$ cat config.mk
export PLATFORM = sky130hd
export DESIGN_NAME = lsu_sequencer
export DESIGN_NICKNAME = d
export VERILOG_FILES = /design/src/rtl/lsu_sequencer_pkg.sv /design/src/rtl/load_aligner.sv /design/src/rtl/lsu_sequencer.sv
export VERILOG_INCLUDE_DIRS = /design/src /design/src/rtl
export SDC_FILE = /design/constraint.sdc
export NUM_CORES = 1
export LEC_CHECK = 0
export ABC_AREA = 0
export ABC_CLOCK_PERIOD_IN_PS = 2850
export BUFFER_PORTS_ARGS = -buffer_cell sky130_fd_sc_hd__buf_4
export CAP_MARGIN = 15
export CORE_AREA = 10 10 123 125
export DETAILED_ROUTE_END_ITERATION = 8
export DIE_AREA = 0 0 133 135
export PLACE_DENSITY = 0.83
export SKIP_LAST_GASP = 1
export SYNTH_ARGS = -nofsm -noshare
export SYNTH_HDL_FRONTEND = slang
export SYNTH_SLANG_ARGS = --single-unit
$ cat constraint.sdc
create_clock -name clk -period 2.85 [get_ports clk]
set_input_delay 0.4275 -clock clk [delete_from_list [all_inputs] [get_ports clk]]
set_output_delay 0.4275 -clock clk [all_outputs]
set_load 0.005 [all_outputs]
$ cat src/rtl/riscv_defines.vh
// Shared RISC-V load/store operation encodings (funct3-style) used by the LSU and its bench.
`ifndef RISCV_DEFINES_VH
`define RISCV_DEFINES_VH

`define LOAD_OP_WIDTH  3
`define LOAD_OP_LB     3'b000
`define LOAD_OP_LH     3'b001
`define LOAD_OP_LW     3'b010
`define LOAD_OP_LBU    3'b100
`define LOAD_OP_LHU    3'b101

`define STORE_OP_WIDTH 2
`define STORE_OP_SB    2'b00
`define STORE_OP_SH    2'b01
`define STORE_OP_SW    2'b10

`endif

$ cat src/rtl/lsu_sequencer_pkg.sv
// State type and request classification / store-lane helpers for the LSU sequencer.
`include "riscv_defines.vh"

package lsu_sequencer_pkg;

   typedef enum logic [1:0] {StIdle, StAccess, StDone} lsu_state_e;

   function automatic logic op_illegal(input logic                        is_load,
                                       input logic [`LOAD_OP_WIDTH-1:0]  load_op,
                                       input logic [`STORE_OP_WIDTH-1:0] store_op);
      logic bad;
      bad = 1'b1;
      if (is_load) begin
         case (load_op)
            `LOAD_OP_LB, `LOAD_OP_LH, `LOAD_OP_LW, `LOAD_OP_LBU, `LOAD_OP_LHU: bad = 1'b0;
            default: bad = 1'b1;
         endcase
      end else begin
         case (store_op)
            `STORE_OP_SB, `STORE_OP_SH, `STORE_OP_SW: bad = 1'b0;
            default: bad = 1'b1;
         endcase
      end
      return bad;
   endfunction

   function automatic logic op_misaligned(input logic                        is_load,
                                          input logic [`LOAD_OP_WIDTH-1:0]  load_op,
                                          input logic [`STORE_OP_WIDTH-1:0] store_op,
                                          input logic [1:0]                 addr_lo);
      logic mis;
      mis = 1'b0;
      if (is_load) begin
         case (load_op)
            `LOAD_OP_LH, `LOAD_OP_LHU: mis = addr_lo[0];
            `LOAD_OP_LW:               mis = |addr_lo;
            default:                   mis = 1'b0;
         endcase
      end else begin
         case (store_op)
            `STORE_OP_SH: mis = addr_lo[0];
            `STORE_OP_SW: mis = |addr_lo;
            default:      mis = 1'b0;
         endcase
      end
      return mis;
   endfunction

   function automatic logic [3:0] store_strobe(input logic [`STORE_OP_WIDTH-1:0] store_op,
                                               input logic [1:0]                 addr_lo);
      logic [3:0] strb;
      case (store_op)
         `STORE_OP_SB: strb = 4'b0001 << addr_lo;
         `STORE_OP_SH: strb = 4'b0011 << addr_lo;
         `STORE_OP_SW: strb = 4'b1111;
         default:      strb = 4'b0000;
      endcase
      return strb;
   endfunction

   // Replicate the operand onto every lane so the strobe alone selects the target bytes.
   function automatic logic [31:0] store_lanes(input logic [`STORE_OP_WIDTH-1:0] store_op,
                                               input logic [31:0]                wdata);
      logic [31:0] lanes;
      case (store_op)
         `STORE_OP_SB: lanes = {4{wdata[7:0]}};
         `STORE_OP_SH: lanes = {2{wdata[15:0]}};
         default:      lanes = wdata;
      endcase
      return lanes;
   endfunction

endpackage

$ cat src/rtl/load_aligner.sv
// Picks the addressed byte/half/word out of the read word and sign- or zero-extends it.
`include "riscv_defines.vh"

module load_aligner (
   input  logic [`LOAD_OP_WIDTH-1:0] load_op,
   input  logic [1:0]                addr,
   input  logic [31:0]               mem_rdata,
   output logic [31:0]               result
);

   logic [7:0]  byte_lane;
   logic [15:0] half_lane;

   always_comb begin
      case (addr)
         2'd0:    byte_lane = mem_rdata[7:0];
         2'd1:    byte_lane = mem_rdata[15:8];
         2'd2:    byte_lane = mem_rdata[23:16];
         default: byte_lane = mem_rdata[31:24];
      endcase
      half_lane = addr[1] ? mem_rdata[31:16] : mem_rdata[15:0];

      case (load_op)
         `LOAD_OP_LB:  result = {{24{byte_lane[7]}}, byte_lane};
         `LOAD_OP_LH:  result = {{16{half_lane[15]}}, half_lane};
         `LOAD_OP_LW:  result = mem_rdata;
         `LOAD_OP_LBU: result = {24'h0, byte_lane};
         `LOAD_OP_LHU: result = {16'h0, half_lane};
         default:      result = 32'h0;
      endcase
   end

endmodule

$ cat src/rtl/lsu_sequencer.sv
// Single-outstanding load/store sequencer: classify, issue one memory access, pulse done.
`include "riscv_defines.vh"

module lsu_sequencer
   import lsu_sequencer_pkg::*;
(
   input  logic                        clk,
   input  logic                        resetn,
   input  logic                        start,
   input  logic                        is_load,
   input  logic [`LOAD_OP_WIDTH-1:0]  load_op,
   input  logic [`STORE_OP_WIDTH-1:0] store_op,
   input  logic [31:0]                 addr,
   input  logic [31:0]                 wdata,
   output logic                        busy,
   output logic                        done,
   output logic [31:0]                 rdata,
   output logic                        misaligned,
   output logic                        illegal_op,
   output logic                        mem_valid,
   input  logic                        mem_ready,
   output logic [31:0]                 mem_addr,
   output logic [31:0]                 mem_wdata,
   output logic [3:0]                  mem_wstrb,
   input  logic [31:0]                 mem_rdata
);

   lsu_state_e                  state_q, state_d;
   logic                        is_load_q, is_load_d;
   logic [`LOAD_OP_WIDTH-1:0]  load_op_q, load_op_d;
   logic [`STORE_OP_WIDTH-1:0] store_op_q, store_op_d;
   logic [31:0]                 addr_q, addr_d;
   logic [31:0]                 wdata_q, wdata_d;
   logic [31:0]                 rdata_q, rdata_d;
   logic                        mis_q, mis_d;
   logic                        ill_q, ill_d;

   logic        req_illegal;
   logic        req_misaligned;
   logic [31:0] load_result;

   assign req_illegal    = op_illegal(is_load, load_op, store_op);
   assign req_misaligned = op_misaligned(is_load, load_op, store_op, addr[1:0]);

   load_aligner u_load_aligner (
      .load_op   (load_op_q),
      .addr      (addr_q[1:0]),
      .mem_rdata (mem_rdata),
      .result    (load_result)
   );

   always_ff @(posedge clk or negedge resetn) begin
      if (!resetn) begin
         state_q    <= StIdle;
         is_load_q  <= 1'b0;
         load_op_q  <= '0;
         store_op_q <= '0;
         addr_q     <= 32'h0;
         wdata_q    <= 32'h0;
         rdata_q    <= 32'h0;
         mis_q      <= 1'b0;
         ill_q      <= 1'b0;
      end else begin
         state_q    <= state_d;
         is_load_q  <= is_load_d;
         load_op_q  <= load_op_d;
         store_op_q <= store_op_d;
         addr_q     <= addr_d;
         wdata_q    <= wdata_d;
         rdata_q    <= rdata_d;
         mis_q      <= mis_d;
         ill_q      <= ill_d;
      end
   end

   always_comb begin
      state_d    = state_q;
      is_load_d  = is_load_q;
      load_op_d  = load_op_q;
      store_op_d = store_op_q;
      addr_d     = addr_q;
      wdata_d    = wdata_q;
      rdata_d    = rdata_q;
      mis_d      = mis_q;
      ill_d      = ill_q;

      case (state_q)
         StIdle: begin
            if (start) begin
               is_load_d  = is_load;
               load_op_d  = load_op;
               store_op_d = store_op;
               addr_d     = addr;
               wdata_d    = wdata;
               rdata_d    = 32'h0;
               ill_d      = req_illegal;
               mis_d      = req_misaligned & ~req_illegal;
               // Faulting requests never reach the memory port.
               state_d    = (req_illegal | req_misaligned) ? StDone : StAccess;
            end
         end
         StAccess: begin
            if (mem_ready) begin
               rdata_d = is_load_q ? load_result : 32'h0;
               state_d = StDone;
            end
         end
         StDone:  state_d = StIdle;
         default: state_d = StIdle;
      endcase
   end

   assign busy       = (state_q != StIdle);
   assign done       = (state_q == StDone);
   assign mem_valid  = (state_q == StAccess);
   assign mem_addr   = {addr_q[31:2], 2'b00};
   assign mem_wdata  = store_lanes(store_op_q, wdata_q);
   assign mem_wstrb  = (mem_valid && !is_load_q) ? store_strobe(store_op_q, addr_q[1:0]) : 4'b0;
   assign rdata      = rdata_q;
   assign misaligned = done & mis_q;
   assign illegal_op = done & ill_q;

endmodule

==> results.md <==
- Status: complete, no violations
- Longest Clk Path Bufs: 2
- RSZ-0062 raised after global routing: no
- Synth area leaders: dfrtp_1, mux2_2, buf_4
- Minimum clock period: between 2 and 2.5 ns
- Hold WC Path Type: input port to async pin
- Gpl congestion: 0.859
- Non-filler cells, final: 795
- Max-slew violations: 0
- Gate Count Post-Synth: between 400 and 500
- Placed Cells incl. Taps: approximately 780
- # port buffers: 208
- Vias/cell: 5.29
- Compound-Gate Fraction of Synth Area: 10.9%
- Flops & latches, synth: roughly 110
- Synth async-reset ratio: 100%
- Critical Path Start Type: register
- Top_reg_cell synth: dfrtp_1
- H-tree Lvls: 3
- Hold violation count in the final report: 0
- Count leader, synth: dfrtp_1
- Post-synth EDFFs: 0
- Fin Setup TNS: 0 ns
- Root buffer cell: clkbuf_16
- Grt ovf: 0
- Die H: approximately 140 um
- Tcrit/Tclk final: about four fifths
- ANT cells: 0
- Syn Area/Cell: 12.1 um^2
- DIE AREA: 18000 um^2
- Total of max-cap violations: 0
- TritonCTS clock tree: yes
- Final setup violation count: 0
- Mux cell area share after synthesis: 21.6%
- DRT Pass-1 Iters: 6
- 1st-iter DRT viols: 386
- Power Density: 932 nW/um^2
- Worst EP required: 2.42 ns
- Cts bufs inserted: 9
- Reg clk slew, reported paths: 0.07 ns
- CP Class: register to output port
- Adder-Cell Fraction of Synth Area: less than 1%
- # rows: 41
- Main combinational cell family by area after synthesis: multiplexers
- Fin Clk Skew: 0.00632 ns
- Crit-path max cell delay: 0.88 ns
- First-pass GRT wire length: 24.8 mm
- Antenna-violating nets left: 0
- Post-Synth Simple-Gate Area: a little under a tenth
- Global router's overall resource usage: approximately 17%
- Critical path, cell by cell: nand3b_1, a31oi_1, buf_4
- CP Capture Type: output port
- Lkg Pwr: 3.39 nW
- Headroom to the max-slew limit: 44.7%
- Slowest stage cell, crit path: dfrtp_1
- WP data arrival: 1.82 ns
- Hold_buf cts: 0
- Setup bufs post-CTS: 0
- Number of global-route vias before repair: 4484
- Setup slack at placement: about 0.69 ns
- Post-synth top cells: dfrtp_1, mux2_2, buf_4
- Detail Placement HPWL: 12.7 mm
- Final net count: a little over 700
- Final WS setup: between 0.6 and 0.7 ns
- Die Width: about 130 um
- Routed wire per std cell: 20.1 um
- Area share of the largest cell type after synthesis: 47.6%
- Synthesized area: 5580 um^2
- I/O pins: roughly 210
- Syn-to-layout area delta: 29.7%
- Layout cell share with drive strength beyond 1: about 54%
- Max IR drop VDD: 0.503 mV
- Cts repair resizes: 0
- Post-synthesis sequential area ratio: 47.6%
- Buf/Inv on CP: 1
- Clk sinks: 106
- WL final: 16.0 mm
- Std-Cell Core Area: 12600 um^2
- Delay-heaviest family, CP: flip-flops
- Drc violations: 0
- Initial antenna violation count: 0
- Synth warnings: 0
- Cell taking the most area after synthesis: dfrtp_1
- Yosys cell types: 51
- Largest net degree at the start of global routing: 62
- Starting Density: between 40 and 50%
- Post-layout instance area: 7230 um^2
- Synth Area in XOR/XNOR: 0%
- CP max FO: 23
- Placed Area: 6920 um^2
- Clock latency at the later pin of the worst-skew pair: 0.35 ns
- Vias: around 4200
- Peak Freq: 0.445 GHz
- Slew @ Worst Pin: 0.829 ns
- PnR Total Power: 6.74 mW
-- layout by cell type, fill, tap and decap left out, drive strengths merged, types with 2 or more instances in the layout --
cell | synthesis | layout
dfrtp | 106 | 106
nand2 | 22 | 22
conb | 1 | 2
a221o | 16 | 16
o21ai | 14 | 14
nor2b | 2 | 2
inv | 9 | 9
mux2i | 18 | 18
mux2 | 87 | 87
or3b | 2 | 2
and2 | 3 | 3
ha | 3 | 3
a2111oi | 7 | 7
nand3 | 7 | 7
nand2b | 3 | 3
a22oi | 14 | 14
buf | 64 | 216
clkbuf | 7 | 13
or4bb | 3 | 3
o22ai | 2 | 2
nand4bb | 5 | 5
nor2 | 27 | 27
nor3 | 7 | 7
or2 | 2 | 2
a21oi | 13 | 13
a2bb2oi | 2 | 2
a31oi | 2 | 2
clkinv | 0 | 2
-- sequential cells by signal, summed over array words and instances (netlist names) --
| register | flops |
|---|---|
| addr_q | 32 |
| rdata | 32 |
| wdata_q | 32 |
| load_op_q | 3 |
| state_q | 2 |
| store_op_q | 2 |
| ill_q | 1 |
| is_load_q | 1 |
| mis_q | 1 |
-- worst reg2reg max path, delay by kind of cell (launching register included) --
kind             cells  cell delay, ns
AND/OR/NAND/NOR      2            0.92
AO/OA/AOI/OAI        2            0.57
flip-flops           1            0.62
-- through the flow --
| stage | utilization [%] | hold slack (ns) |
|---|---|---|
| finish | 57.5 | 0.0745 |
| global route | 57.5 | 0.108 |
| CTS | 57.5 | 0.0912 |
| detailed placement | 55.1 | 0.472 |
| global placement | 55.1 | 0.463 |
| floorplan | - | 0.132 |
-- report_power, final --
group	total, mW	switching, mW	internal [mW]
registers	2.56	0.534	2.03
logic	2.90	1.17	1.73
clock network	1.28	0.547	0.733
total	6.74	2.25	4.49
-- routing by layer --
metal  wire length [um]  up-vias  GRT usage [%]
li1                   -     1937              -
met1               6280     2050           19.5
met2               7670      207           28.6
met3               1840       13           7.86
met4                158        0           5.75
met5                  0        -              0
-- path summary, 6_finish.rpt --
check,startpoint,end,slack [ns],cells after the start
worst max-delay path,addr_q[0]$_DFFE_PN0P_,mem_wstrb[2],0.60,3
worst max register to register,load_op_q[0]$_DFFE_PN0P_,rdata[19]$_DFFE_PN0P_,0.68,4
max in group asynchronous,resetn,wdata_q[20]$_DFFE_PN0P_,2.03,2
min in group clk,wdata[27],wdata_q[27]$_DFFE_PN0P_,0.30,2
worst min register to register,ill_q$_DFFE_PN0P_,ill_q$_DFFE_PN0P_,0.49,1
worst min-delay path,resetn,addr_q[27]$_DFFE_PN0P_,0.07,1
-- cells by family (layout without fill, tap and decap cells) --
kind of cell / Yosys count / in the layout
adder cells (fa/ha/maj): 3 / 3
AND/OR/NAND/NOR: 89 / 89
other: 1 / 2
AO/OA/AOI/OAI: 76 / 76
flip-flops: 106 / 106
buffers and inverters: 80 / 241
multiplexers: 106 / 106
-- area by class of cell --
type,instances,area (um^2)
well taps,172,215
repair buffers,216,1630
clock buffers,13,260
clock inverters,3,47.5
flip-flops and latches,106,2650
fillers,1041,5340
inverters,9,33.8
multi-input cells,276,2390
No activity file was read; power rests on OpenSTA's default activity.
